--- src/rtl/fb_pkg.sv ---
// Shared types and defaults for the frame-buffer arbiter.
// The write-entry widths fix the width of the FIFO storage. The top-level
// ADDR_WIDTH/DATA_WIDTH defaults are taken from them.
package fb_pkg;

    localparam int FB_ADDR_WIDTH   = 32;
    localparam int FB_DATA_WIDTH   = 32;
    localparam int FB_FRAME_WIDTH  = 320;
    localparam int FB_FRAME_HEIGHT = 240;

    typedef logic [23:0] pixel_t;

    typedef struct packed {
        logic [FB_ADDR_WIDTH-1:0] addr;
        logic [FB_DATA_WIDTH-1:0] data;
    } fb_wr_t;

    typedef enum logic [1:0] {
        IDLE,
        READ,
        BLANK_READ,
        WRITE
    } arb_state_e;

endpackage

--- src/rtl/fb_wfifo.sv ---
// In-order write FIFO of fb_wr_t entries, pointer-compare full/empty.
// Latency: a pushed entry is visible at the head the cycle after the push.
// Backpressure: a push while full is ignored, and so is a pop while empty.
// Ports: clk/n_rst, push_i+push_dat_i, pop_i, head_dat_o, full_o, empty_o.
module fb_wfifo
    import fb_pkg::*;
#(
    parameter int DEPTH = 4
) (
    input  logic   clk,
    input  logic   n_rst,
    input  logic   push_i,
    input  fb_wr_t push_dat_i,
    input  logic   pop_i,
    output fb_wr_t head_dat_o,
    output logic   full_o,
    output logic   empty_o
);

    localparam int PTR_W = $clog2(DEPTH);
    localparam logic [PTR_W:0] PTR_ONE = (PTR_W+1)'(1);

    // The extra MSB is the wrap bit. It separates full from empty when the index bits match.
    logic [PTR_W:0] wr_ptr_q, wr_ptr_d;
    logic [PTR_W:0] rd_ptr_q, rd_ptr_d;
    fb_wr_t         store_q [DEPTH];

    assign empty_o    = (wr_ptr_q == rd_ptr_q);
    assign full_o     = (wr_ptr_q[PTR_W] != rd_ptr_q[PTR_W]) &&
                        (wr_ptr_q[PTR_W-1:0] == rd_ptr_q[PTR_W-1:0]);
    assign head_dat_o = store_q[rd_ptr_q[PTR_W-1:0]];

    always_comb begin
        wr_ptr_d = wr_ptr_q;
        rd_ptr_d = rd_ptr_q;
        if (push_i && !full_o) begin
            wr_ptr_d = wr_ptr_q + PTR_ONE;
        end
        if (pop_i && !empty_o) begin
            rd_ptr_d = rd_ptr_q + PTR_ONE;
        end
    end

    always_ff @(posedge clk or negedge n_rst) begin
        if (!n_rst) begin
            wr_ptr_q <= '0;
            rd_ptr_q <= '0;
        end else begin
            wr_ptr_q <= wr_ptr_d;
            rd_ptr_q <= rd_ptr_d;
        end
    end

    // The storage needs no reset because the pointers decide what is valid.
    always_ff @(posedge clk) begin
        if (push_i && !full_o) begin
            store_q[wr_ptr_q[PTR_W-1:0]] <= push_dat_i;
        end
    end

endmodule

--- src/rtl/frame_buffer_arbiter.sv ---
// Shares a single-port frame buffer between buffered AHB writes and VGA pixel reads.
// Latency: mem_* is combinational in the winning cycle. rd_valid/rd_pixel arrive 2 cycles after rd_req.
// Backpressure: reads always win. Writes wait in the FIFO. wr_ready=!full, and a refused or out-of-frame write pulses wr_drop.
// Ports: AHB write side (wr_*), VGA read side (rd_req, x/y_coordinate, rd_valid, rd_pixel), memory side (mem_*), wfifo_empty.
module frame_buffer_arbiter
    import fb_pkg::*;
#(
    parameter int ADDR_WIDTH   = FB_ADDR_WIDTH,
    parameter int DATA_WIDTH   = FB_DATA_WIDTH,
    parameter int FRAME_WIDTH  = FB_FRAME_WIDTH,
    parameter int FRAME_HEIGHT = FB_FRAME_HEIGHT,
    parameter int WFIFO_DEPTH  = 4
) (
    input  logic                  clk,
    input  logic                  n_rst,
    input  logic                  wr_req,
    input  logic [ADDR_WIDTH-1:0] wr_addr,
    input  logic [DATA_WIDTH-1:0] wr_data,
    output logic                  wr_ready,
    output logic                  wr_drop,
    input  logic                  rd_req,
    input  logic [9:0]            x_coordinate,
    input  logic [9:0]            y_coordinate,
    output logic                  rd_valid,
    output logic [23:0]           rd_pixel,
    output logic                  mem_en,
    output logic                  mem_we,
    output logic [ADDR_WIDTH-1:0] mem_addr,
    output logic [DATA_WIDTH-1:0] mem_wdata,
    input  logic [DATA_WIDTH-1:0] mem_rdata,
    output logic                  wfifo_empty
);

    localparam int                    FRAME_SIZE   = FRAME_WIDTH * FRAME_HEIGHT;
    localparam logic [ADDR_WIDTH-1:0] FRAME_SIZE_A = ADDR_WIDTH'(FRAME_SIZE);
    localparam logic [10:0]           FRAME_W_C    = 11'(FRAME_WIDTH);
    localparam logic [10:0]           FRAME_H_C    = 11'(FRAME_HEIGHT);

    fb_wr_t     push_dat;
    fb_wr_t     head_dat;
    logic       fifo_full;
    logic       fifo_empty;
    logic       push;
    logic       pop;
    logic       wr_in_frame;
    logic       rd_in_frame;
    arb_state_e arb_state;

    logic       s1_vld_q,   s1_vld_d;
    logic       s1_blank_q, s1_blank_d;
    logic       rd_valid_q, rd_valid_d;
    pixel_t     rd_pixel_q, rd_pixel_d;

    // ---------------- write intake ----------------
    assign wr_in_frame = (wr_addr < FRAME_SIZE_A);
    // Gating on n_rst keeps the combinational outputs quiet while reset is asserted.
    assign push        = n_rst && wr_req && !fifo_full && wr_in_frame;
    assign wr_drop     = n_rst && wr_req && (fifo_full || !wr_in_frame);
    assign wr_ready    = !fifo_full;
    assign wfifo_empty = fifo_empty;
    assign push_dat    = '{addr: wr_addr, data: wr_data};

    fb_wfifo #(
        .DEPTH (WFIFO_DEPTH)
    ) u_wfifo (
        .clk        (clk),
        .n_rst      (n_rst),
        .push_i     (push),
        .push_dat_i (push_dat),
        .pop_i      (pop),
        .head_dat_o (head_dat),
        .full_o     (fifo_full),
        .empty_o    (fifo_empty)
    );

    // ---------------- per-cycle arbitration ----------------
    assign rd_in_frame = ({1'b0, x_coordinate} < FRAME_W_C) &&
                         ({1'b0, y_coordinate} < FRAME_H_C);

    always_comb begin
        arb_state = IDLE;
        if (!n_rst) begin
            arb_state = IDLE;
        end else if (rd_req) begin
            arb_state = rd_in_frame ? READ : BLANK_READ;
        end else if (!fifo_empty) begin
            // fifo_empty is registered, so an entry pushed this cycle cannot drain until the next one.
            arb_state = WRITE;
        end
    end

    assign pop = (arb_state == WRITE);

    always_comb begin
        mem_en    = 1'b0;
        mem_we    = 1'b0;
        mem_addr  = '0;
        mem_wdata = '0;
        case (arb_state)
            READ: begin
                mem_en   = 1'b1;
                mem_addr = ADDR_WIDTH'(y_coordinate) * ADDR_WIDTH'(FRAME_WIDTH)
                         + ADDR_WIDTH'(x_coordinate);
            end
            WRITE: begin
                mem_en    = 1'b1;
                mem_we    = 1'b1;
                mem_addr  = head_dat.addr;
                mem_wdata = head_dat.data;
            end
            default: ;
        endcase
    end

    // ---------------- read return pipeline ----------------
    // Stage 1 lines up with the memory's one-cycle read data. Stage 2 registers the pixel.
    always_comb begin
        s1_vld_d   = (arb_state == READ) || (arb_state == BLANK_READ);
        s1_blank_d = (arb_state == BLANK_READ);
        rd_valid_d = s1_vld_q;
        rd_pixel_d = rd_pixel_q;
        if (s1_vld_q) begin
            rd_pixel_d = s1_blank_q ? '0 : mem_rdata[23:0];
        end
    end

    always_ff @(posedge clk or negedge n_rst) begin
        if (!n_rst) begin
            s1_vld_q   <= 1'b0;
            s1_blank_q <= 1'b0;
            rd_valid_q <= 1'b0;
            rd_pixel_q <= '0;
        end else begin
            s1_vld_q   <= s1_vld_d;
            s1_blank_q <= s1_blank_d;
            rd_valid_q <= rd_valid_d;
            rd_pixel_q <= rd_pixel_d;
        end
    end

    assign rd_valid = rd_valid_q;
    assign rd_pixel = rd_pixel_q;

endmodule

--- config.mk ---
export PLATFORM = sky130hd
export DESIGN_NAME = frame_buffer_arbiter
export DESIGN_NICKNAME = d
export VERILOG_FILES = /design/src/rtl/fb_pkg.sv /design/src/rtl/fb_wfifo.sv /design/src/rtl/frame_buffer_arbiter.sv
export SDC_FILE = /design/constraint.sdc
export NUM_CORES = 1
export LEC_CHECK = 0
export ABC_AREA = 1
export CAP_MARGIN = 20
export CORE_MARGIN = 2
export CORE_UTILIZATION = 25
export DETAILED_ROUTE_END_ITERATION = 10
export PLACE_DENSITY = 0.51
export SYNTH_ARGS = -nofsm -noshare
export SYNTH_HDL_FRONTEND = slang
export SYNTH_SLANG_ARGS = --single-unit
export TNS_END_PERCENT = 10
--- constraint.sdc ---
create_clock -name clk -period 4 [get_ports clk]
set_input_delay 0.6 -clock clk [delete_from_list [all_inputs] [get_ports clk]]
set_output_delay 0.6 -clock clk [all_outputs]
set_load 0.01 [all_outputs]
==> flow_metrics.tcl, run 1 <==
set metrics [dict create \
    die_w_um 227 \
    status "completed" \
    whs_ns 0.496 \
    ir_drop_mv 0.367 \
    yosysSeqAreaShare 0.685 \
    yosys.area_share.simple 0.141 \
    synth_top_family_by_area "simple AND/OR/NAND/NOR gates" \
    die-area_mm2 0.0515 \
    fin_cells 2024 \
    grt_use_total 0.128 \
    finalCritPeriodShare 0.963 \
    worstSetupPathType "in2out" \
    fin_nets 1481 \
    postCtsSetupBuffers 0 \
    place.gp.congestion 0.813 \
    cts_tree "built" \
    wire_per_inst_um 16.4 \
    worstPathArrival_ns 3.25 \
    antenna_found_initial 1 \
    fill_cells 4978 \
    synthCells 1117 \
    first_global_vias 8518 \
    root_buffer "clkbuf_16" \
    clkTransAtPathRegs_ns 0.05 \
    clockBufferDepth 3 \
    synth_compound_area_frac 0.0952 \
    core-area_mm2 0.0491 \
    drv_slew 0 \
    clock_latency_ns 0.53 \
    p_per_area_mw_per_mm2 545 \
    synth_fp_nets 1264 \
    dieHeight_um 227 \
    rsz0062_at_grt "true" \
    worstSetupStartpointType "primary input" \
    worst_slew_pin_slew_ns 0.911 \
    clock_sinks 289 \
    yosys.area_share.xor_xnor 0.00695 \
    dp_hpwl_mm 19.6 \
    worstHoldPathType "reg2reg" \
    finalHoldViolCount 0 \
    worst_slack_ns 0.149 \
    reg2reg_slack_ns 1.55 \
    worst-path-max-fanout 4 \
    period_minus_slack_ns 3.85 \
    cts_htree_levels 2 \
    io_buffers 205 \
    wirelength_mm 33.1 \
    post-place-ws_ns -0.129 \
    fp-row-count 81 \
    dr.first_iter.drc_count 549 \
    synth.area.mux_share 0 \
    hold_buffers 0 \
    num_vias 8698 \
    relSlewSlack 0.392 \
    synth_seq_cells 289 \
    avgSynthCellArea_um2 11.1 \
    syn_to_final_growth_pct 33.4 \
    syn-cell-area_mm2 0.0124 \
    finalSetupTns_ns 0 \
    start_util 0.253 \
    drc 0 \
    grt-ovfl-total 0 \
    finClkSkew_ns 0.0184 \
    grt_max_degree 122 \
    dpl.cell_count 1960 \
    cts_inserted_buffers 36 \
    power.total_w 0.00903 \
    cellLeakagePower_nw 5.99 \
    io-pin-count 214 \
    vias_per_cell 4.30 \
    drive_gt1_frac 0.0780 \
    synth.distinct_cells 35 \
    endpoint_kind "output pin" \
    fmax_mhz 260 \
    grt_pass1_wl_mm 49.8 \
    first_pass_iters 4 \
    worstPathRequired_ns 3.40 \
    detail-route-antenna-nets 0 \
    synth_warnings 0 \
    max_cap_viol_count 0 \
    setup_viol 0 \
    synthAdderAreaFrac 0.0284 \
]
-- worst max-delay path: stages --
cell and delay, ns:
clkdlybuf4s50_1 0.44, ha_1 0.31, ha_1 0.24, fa_2 0.55, nand2_1 0.06, nor2_1 0.08, nand2_1 0.05, nand3_1 0.11
nand3_1 0.16, nor2_4 0.15, nand2_1 0.06, nand2_1 0.05, nand3_1 0.06, nand2_1 0.07, dlygate4sd2_1 0.27
-- layout by cell type (no fill, tap or decap), drive strengths merged --
cell,synthesis,layout
edfxtp,256,256
nor2,217,217
clkdlybuf4s50,0,197
o21ai,159,159
nand2,138,138
inv,75,75
a21oi,67,67
nand3,55,55
clkbuf,34,44
dfrtp,33,33
buf,23,31
ha,25,25
clkinv,0,13
nand3b,5,5
xnor2,5,5
o22ai,5,5
dlygate4sd2,0,5
nand4,4,4
or2,4,4
xor2,4,4
clkinvlp,0,3
bufinv,0,3
dlymetal6s2s,0,3
nor3,2,2
fa,2,2
diode,0,1
nor4,1,1
o211ai,1,1
a31o,1,1
nand2b,1,1
-- state kept, by name, indices dropped and copies added (netlist names) --
| name | count |
|---|---|
| u_wfifo.wr_ptr_q | 3 |
| rd_pixel | 24 |
| rd_valid_d | 1 |
| u_wfifo.rd_ptr_q | 3 |
| u_wfifo.store_q | 256 |
| s1_blank_q | 1 |
| rd_valid | 1 |
-- stage by stage --
step	util	cell area, µm²
after floorplan	-	12400
after global routing	0.338	16600
after detailed placement	0.315	15400
after CTS	0.338	16600
after global placement	0.315	15400
final	0.338	16600
-- path summary, 6_finish.rpt --
kind                                           from                     end  cells past startpoint
max in group asynchronous                     n_rst     u_wfifo.rd_ptr_q[0]                      2
worst min-delay path            u_wfifo.rd_ptr_q[2]     u_wfifo.rd_ptr_q[2]                      1
min in group asynchronous                     n_rst            rd_pixel[14]                      2
worst max-delay path                y_coordinate[1]            mem_addr[17]                     15
worst max register to register  u_wfifo.wr_ptr_q[0]  u_wfifo.store_q[0][37]                      9
worst min register to register  u_wfifo.rd_ptr_q[2]     u_wfifo.rd_ptr_q[2]                      1
-- final cells by class --
cell class	count	area, µm²	area share
clock buffers	44	941	0.0568
multi-input cells	696	3420	0.206
repair buffers	236	2390	0.144
diodes	1	2.50	0.000151
well taps	664	831	0.0501
inverters	75	285	0.0172
flip-flops and latches	289	8520	0.514
clock inverters	19	190	0.0115
-- Yosys cell counts, drive strengths merged --
library cell,n,area [µm²]
edfxtp,256,7690
nand4,4,25.0
buf,23,121
nand2b,1,6.26
fa,2,40.0
nor3,2,10.0
xnor2,5,43.8
inv,75,282
clkbuf,34,138
ha,25,313
o211ai,1,7.51
nand3b,5,37.5
a21oi,67,339
nor4,1,6.26
dfrtp,33,826
nor2,217,837
xor2,4,42.6
nand2,138,523
o21ai,159,796
a31o,1,8.76
or2,4,25.0
o22ai,5,31.3
nand3,55,280
-- power breakdown --
group	leakage (nW)	switching [W]	total [W]	internal (W)
Combinational	2.73	0.00156	0.00255	0.000989
Sequential	2.72	0.0000332	0.00337	0.00334
Clock	0.545	0.00124	0.00311	0.00187
-- per-layer routing --
| layer | GRT usage | up-vias | share of wire |
|---|---|---|---|
| met5 | 0 | - | 0.00048 |
| met2 | 0.209 | 198 | 0.46 |
| met4 | 0.0405 | 2 | 0.021 |
| met3 | 0.0324 | 48 | 0.061 |
| met1 | 0.166 | 4151 | 0.46 |
| li1 | - | 4299 | - |
-- cell families after synthesis --
group,after synthesis
buf+inv,132
simple gates,427
xor+xnor,9
fa+ha+maj,27
flops,289
compound gates,233
-- timing repair --
| action | in CTS | in global routing |
|---|---|---|
| setup endpoints to repair | 6 | 5 |
| gates resized for setup | 6 | 4 |
| pin swaps | 1 | 0 |
Note: power is estimated with default switching activity, not from simulation.
==> inputs of run 2 (changes only) <==
--- a/config.mk
+++ b/config.mk
@@ -5,7 +5,6 @@
 export SDC_FILE = /design/constraint.sdc
 export NUM_CORES = 1
 export LEC_CHECK = 0
-export ABC_AREA = 1
 export CAP_MARGIN = 20
 export CORE_MARGIN = 2
 export CORE_UTILIZATION = 25
==> run 2 against run 1 <==
Compared with the run above:
- hold slack got worse by 0.0056 ns
- core utilization rose by 0.73 points
- clock-buffer cell count did not move
- register-to-register slack improved by 0.04 ns
- non-clock buffer count rose by 22
- fmax barely moved
- cell area fell by 0.97%
- total power fell by 6.0%
- clock skew fell by 0.0063 ns
- sequential cell count did not move
- critical endpoint unchanged
- highest routed layer unchanged
==> flow_metrics.tcl, run 2 <==
set metrics [dict create \
    status "completed" \
    p_per_area_mw_per_mm2 517 \
    die-area_mm2 0.0497 \
    post-place-ws_ns -0.680 \
    worstSetupPathType "in2out" \
    clock_sinks 289 \
    grt_use_total 0.118 \
    critical-path-max-stage-delay_ns 0.53 \
    num_antenna_cells 0 \
    worst_slew_pin_slew_ns 0.631 \
    clock_latency_ns 0.52 \
    synth_common_cells "256 x edfxtp_1, 64 x mux4_2, 49 x and2_1, 33 x dfrtp_1, 31 x o21ai_0" \
    max_cap_viol_count 0 \
    grt_max_degree 67 \
    endpoint "mem_addr[17]" \
    crit_buf_inv 3 \
    antenna_found_initial 2 \
    rsz0062_at_grt "true" \
    dr.first_iter.drc_count 359 \
    io-pin-count 214 \
    finClkSkew_ns 0.0122 \
    yosysSeqAreaShare 0.710 \
    drive_gt1_frac 0.204 \
    drv_slew 0 \
    detail-route-antenna-nets 0 \
    syn_to_final_growth_pct 36.8 \
    largest_register_ffs 256 \
    fin_area_mm2 0.0164 \
    reg2reg_to "u_wfifo.store_q[1][21]" \
    fin_nets 1067 \
    crit_chain "dlymetal6s2s_1 > ha_1 > ha_2 > fa_2 > a211oi_2 > buf_4 > o21bai_1 > a31oi_1 > xnor2_1 > or4b_1 > o211ai_2 > buf_2" \
    critPathSlowestCell "or4b_1" \
    vias_per_cell 4.32 \
    wirelength_mm 28.8 \
    synth_fp_nets 803 \
    place.gp.congestion 0.757 \
    synthCells 656 \
    fp-row-count 80 \
    num_vias 6732 \
    core-area_mm2 0.0475 \
    setup_viol 0 \
    grt-ovfl-total 0 \
    cts_tree "built" \
    worstSetupStartpointType "primary input" \
    ys.flop_type "edfxtp_1" \
    worst-path-max-fanout 3 \
    r2r-start "u_wfifo.rd_ptr_q[1]" \
    cp_top_family "adder cells" \
    synth_seq_cells 289 \
    drc 0 \
    first_pass_iters 4 \
    io_buffers 205 \
    post-route-util 0.345 \
    die_w_um 223 \
    hold_buffers 0 \
    ir_drop_mv 0.261 \
    startpoint "y_coordinate[1]" \
    synthArstFlopShare 0.114 \
    clkTransAtPathRegs_ns 0.06 \
    synth_area_leaders "edfxtp_1 64%, mux4_2 12%, dfrtp_1 6.9%, ha_1 2.6%, and2_1 2.6%" \
    clockBufferDepth 3 \
    synth.most_common_cell "edfxtp_1" \
    worstPathRequired_ns 3.40 \
    cts_inserted_buffers 34 \
    relSlewSlack 0.579 \
    cellLeakagePower_nw 5.63 \
    dieHeight_um 223 \
    synth_warnings 0 \
    worstHoldPathType "reg2reg" \
    path_depth 12 \
    synth_top_cell_by_area "edfxtp_1" \
    synth_edf_count 256 \
    period_minus_slack_ns 3.85 \
    finalHoldViolCount 0 \
    root_buffer "clkbuf_16" \
    wire_per_inst_um 18.5 \
    yosysTopAreaCellShare 0.641 \
    cts_htree_levels 2 \
    endpoint_kind "output pin" \
    whs_ns 0.491 \
    avgSynthCellArea_um2 18.3 \
    dpl_cell_area_mm2 0.0152 \
    synth.distinct_cells 47 \
    first_global_vias 7223 \
    final_common_cell "edfxtp_1" \
    fmax_mhz 259 \
    worst_slack_ns 0.146 \
    grt_pass1_wl_mm 44.3 \
    finalCritPeriodShare 0.963 \
    worstPathArrival_ns 3.25 \
    start_util 0.252 \
    reg2reg_depth 6 \
    syn-cell-area_mm2 0.0120 \
    reg2reg_slack_ns 1.59 \
    mostFrequentLayoutCells "256 x edfxtp_1, 192 x clkdlybuf4s50_1, 64 x mux4_2, 45 x and2_1, 45 x buf_4" \
    dp_hpwl_mm 18.2 \
]
## run 2: kinds of logic (layout without fill, tap and decap cells)
kind of cell | Yosys count | in the layout | share of synthesized area
flops | 289 | 289 | 0.710
simple gates | 120 | 120 | 0.0624
mux | 64 | 64 | 0.120
fa+ha+maj | 27 | 27 | 0.0294
xor+xnor | 20 | 20 | 0.0146
compound gates | 76 | 76 | 0.0425
buf+inv | 60 | 348 | 0.0213
## run 2: worst register-to-register path: cells and delay by family (launching register included)
kind | cells | cell delay (ns)
buffers and inverters | 1 | 0.38
AND/OR/NAND/NOR | 3 | 0.63
AO/OA/AOI/OAI | 1 | 0.24
flip-flops | 1 | 0.57
XOR/XNOR | 1 | 0.22
## run 2: through the flow
stage / TNS, ns / power (W) / cells
6_report: 0 / 0.00849 / 1559
5_1_grt: -0.00586 / 0.00892 / 1559
4_1_cts: -0.380 / 0.00865 / 1558
3_5_place_dp: -3.19 / 0.00553 / 1498
3_3_place_gp: -2.98 / 0.00553 / 1498
2_1_floorplan: 0 / 0.00467 / 656
## run 2: worst min path at each step
stage                          endpoint           startpoint  depth (start not counted)
global placement    u_wfifo.wr_ptr_q[2]  u_wfifo.wr_ptr_q[2]                          1
detailed placement  u_wfifo.wr_ptr_q[2]  u_wfifo.wr_ptr_q[2]                          1
global route                 s1_blank_q                n_rst                          2
CTS                 u_wfifo.wr_ptr_q[2]  u_wfifo.wr_ptr_q[2]                          1
finish              u_wfifo.wr_ptr_q[2]  u_wfifo.wr_ptr_q[2]                          1
floorplan                   rd_pixel[0]                n_rst                          0
## run 2: final cells by class
| type | instances | area (µm²) |
|---|---|---|
| Tap cell | 615 | 769 |
| Fill cell | 4548 | 31100 |
| Timing Repair Buffer | 258 | 2540 |
| Clock buffer | 44 | 910 |
| Clock inverter | 16 | 188 |
| Inverter | 30 | 113 |
| Sequential cell | 289 | 8520 |
| Multi-Input combinational cell | 307 | 3370 |
## run 2: power breakdown
part           total [W]  switching (W)  internal, W  leakage, nW
Sequential       0.00340      0.0000559      0.00334         2.71
Combinational    0.00204       0.000900      0.00114         2.39
Clock            0.00305        0.00118      0.00187        0.533
## run 2: routing by layer
metal / track usage / up-vias / part of all wire
li1: - / 3112 / -
met1: 0.155 / 3384 / 0.44
met2: 0.189 / 183 / 0.47
met3: 0.0313 / 49 / 0.065
met4: 0.0435 / 4 / 0.026
met5: 0 / - / 0.00094
## run 2: repair_timing
action | CTS | global route
pin swaps | 3 | 9
setup buffers | 0 | 1
endpoints found under the hold margin | 0 | 0
resized for setup | 22 | 23
setup endpoints to repair | 8 | 8
==> inputs of run 3 (changes only) <==
--- a/config.mk
+++ b/config.mk
@@ -5,6 +5,7 @@
 export SDC_FILE = /design/constraint.sdc
 export NUM_CORES = 1
 export LEC_CHECK = 0
+export ABC_AREA = 1
 export CAP_MARGIN = 20
 export CORE_MARGIN = 2
 export CORE_UTILIZATION = 25
==> results of run 3 <==
Same layout as run 1: the final DEF is identical, and so are final timing and power.
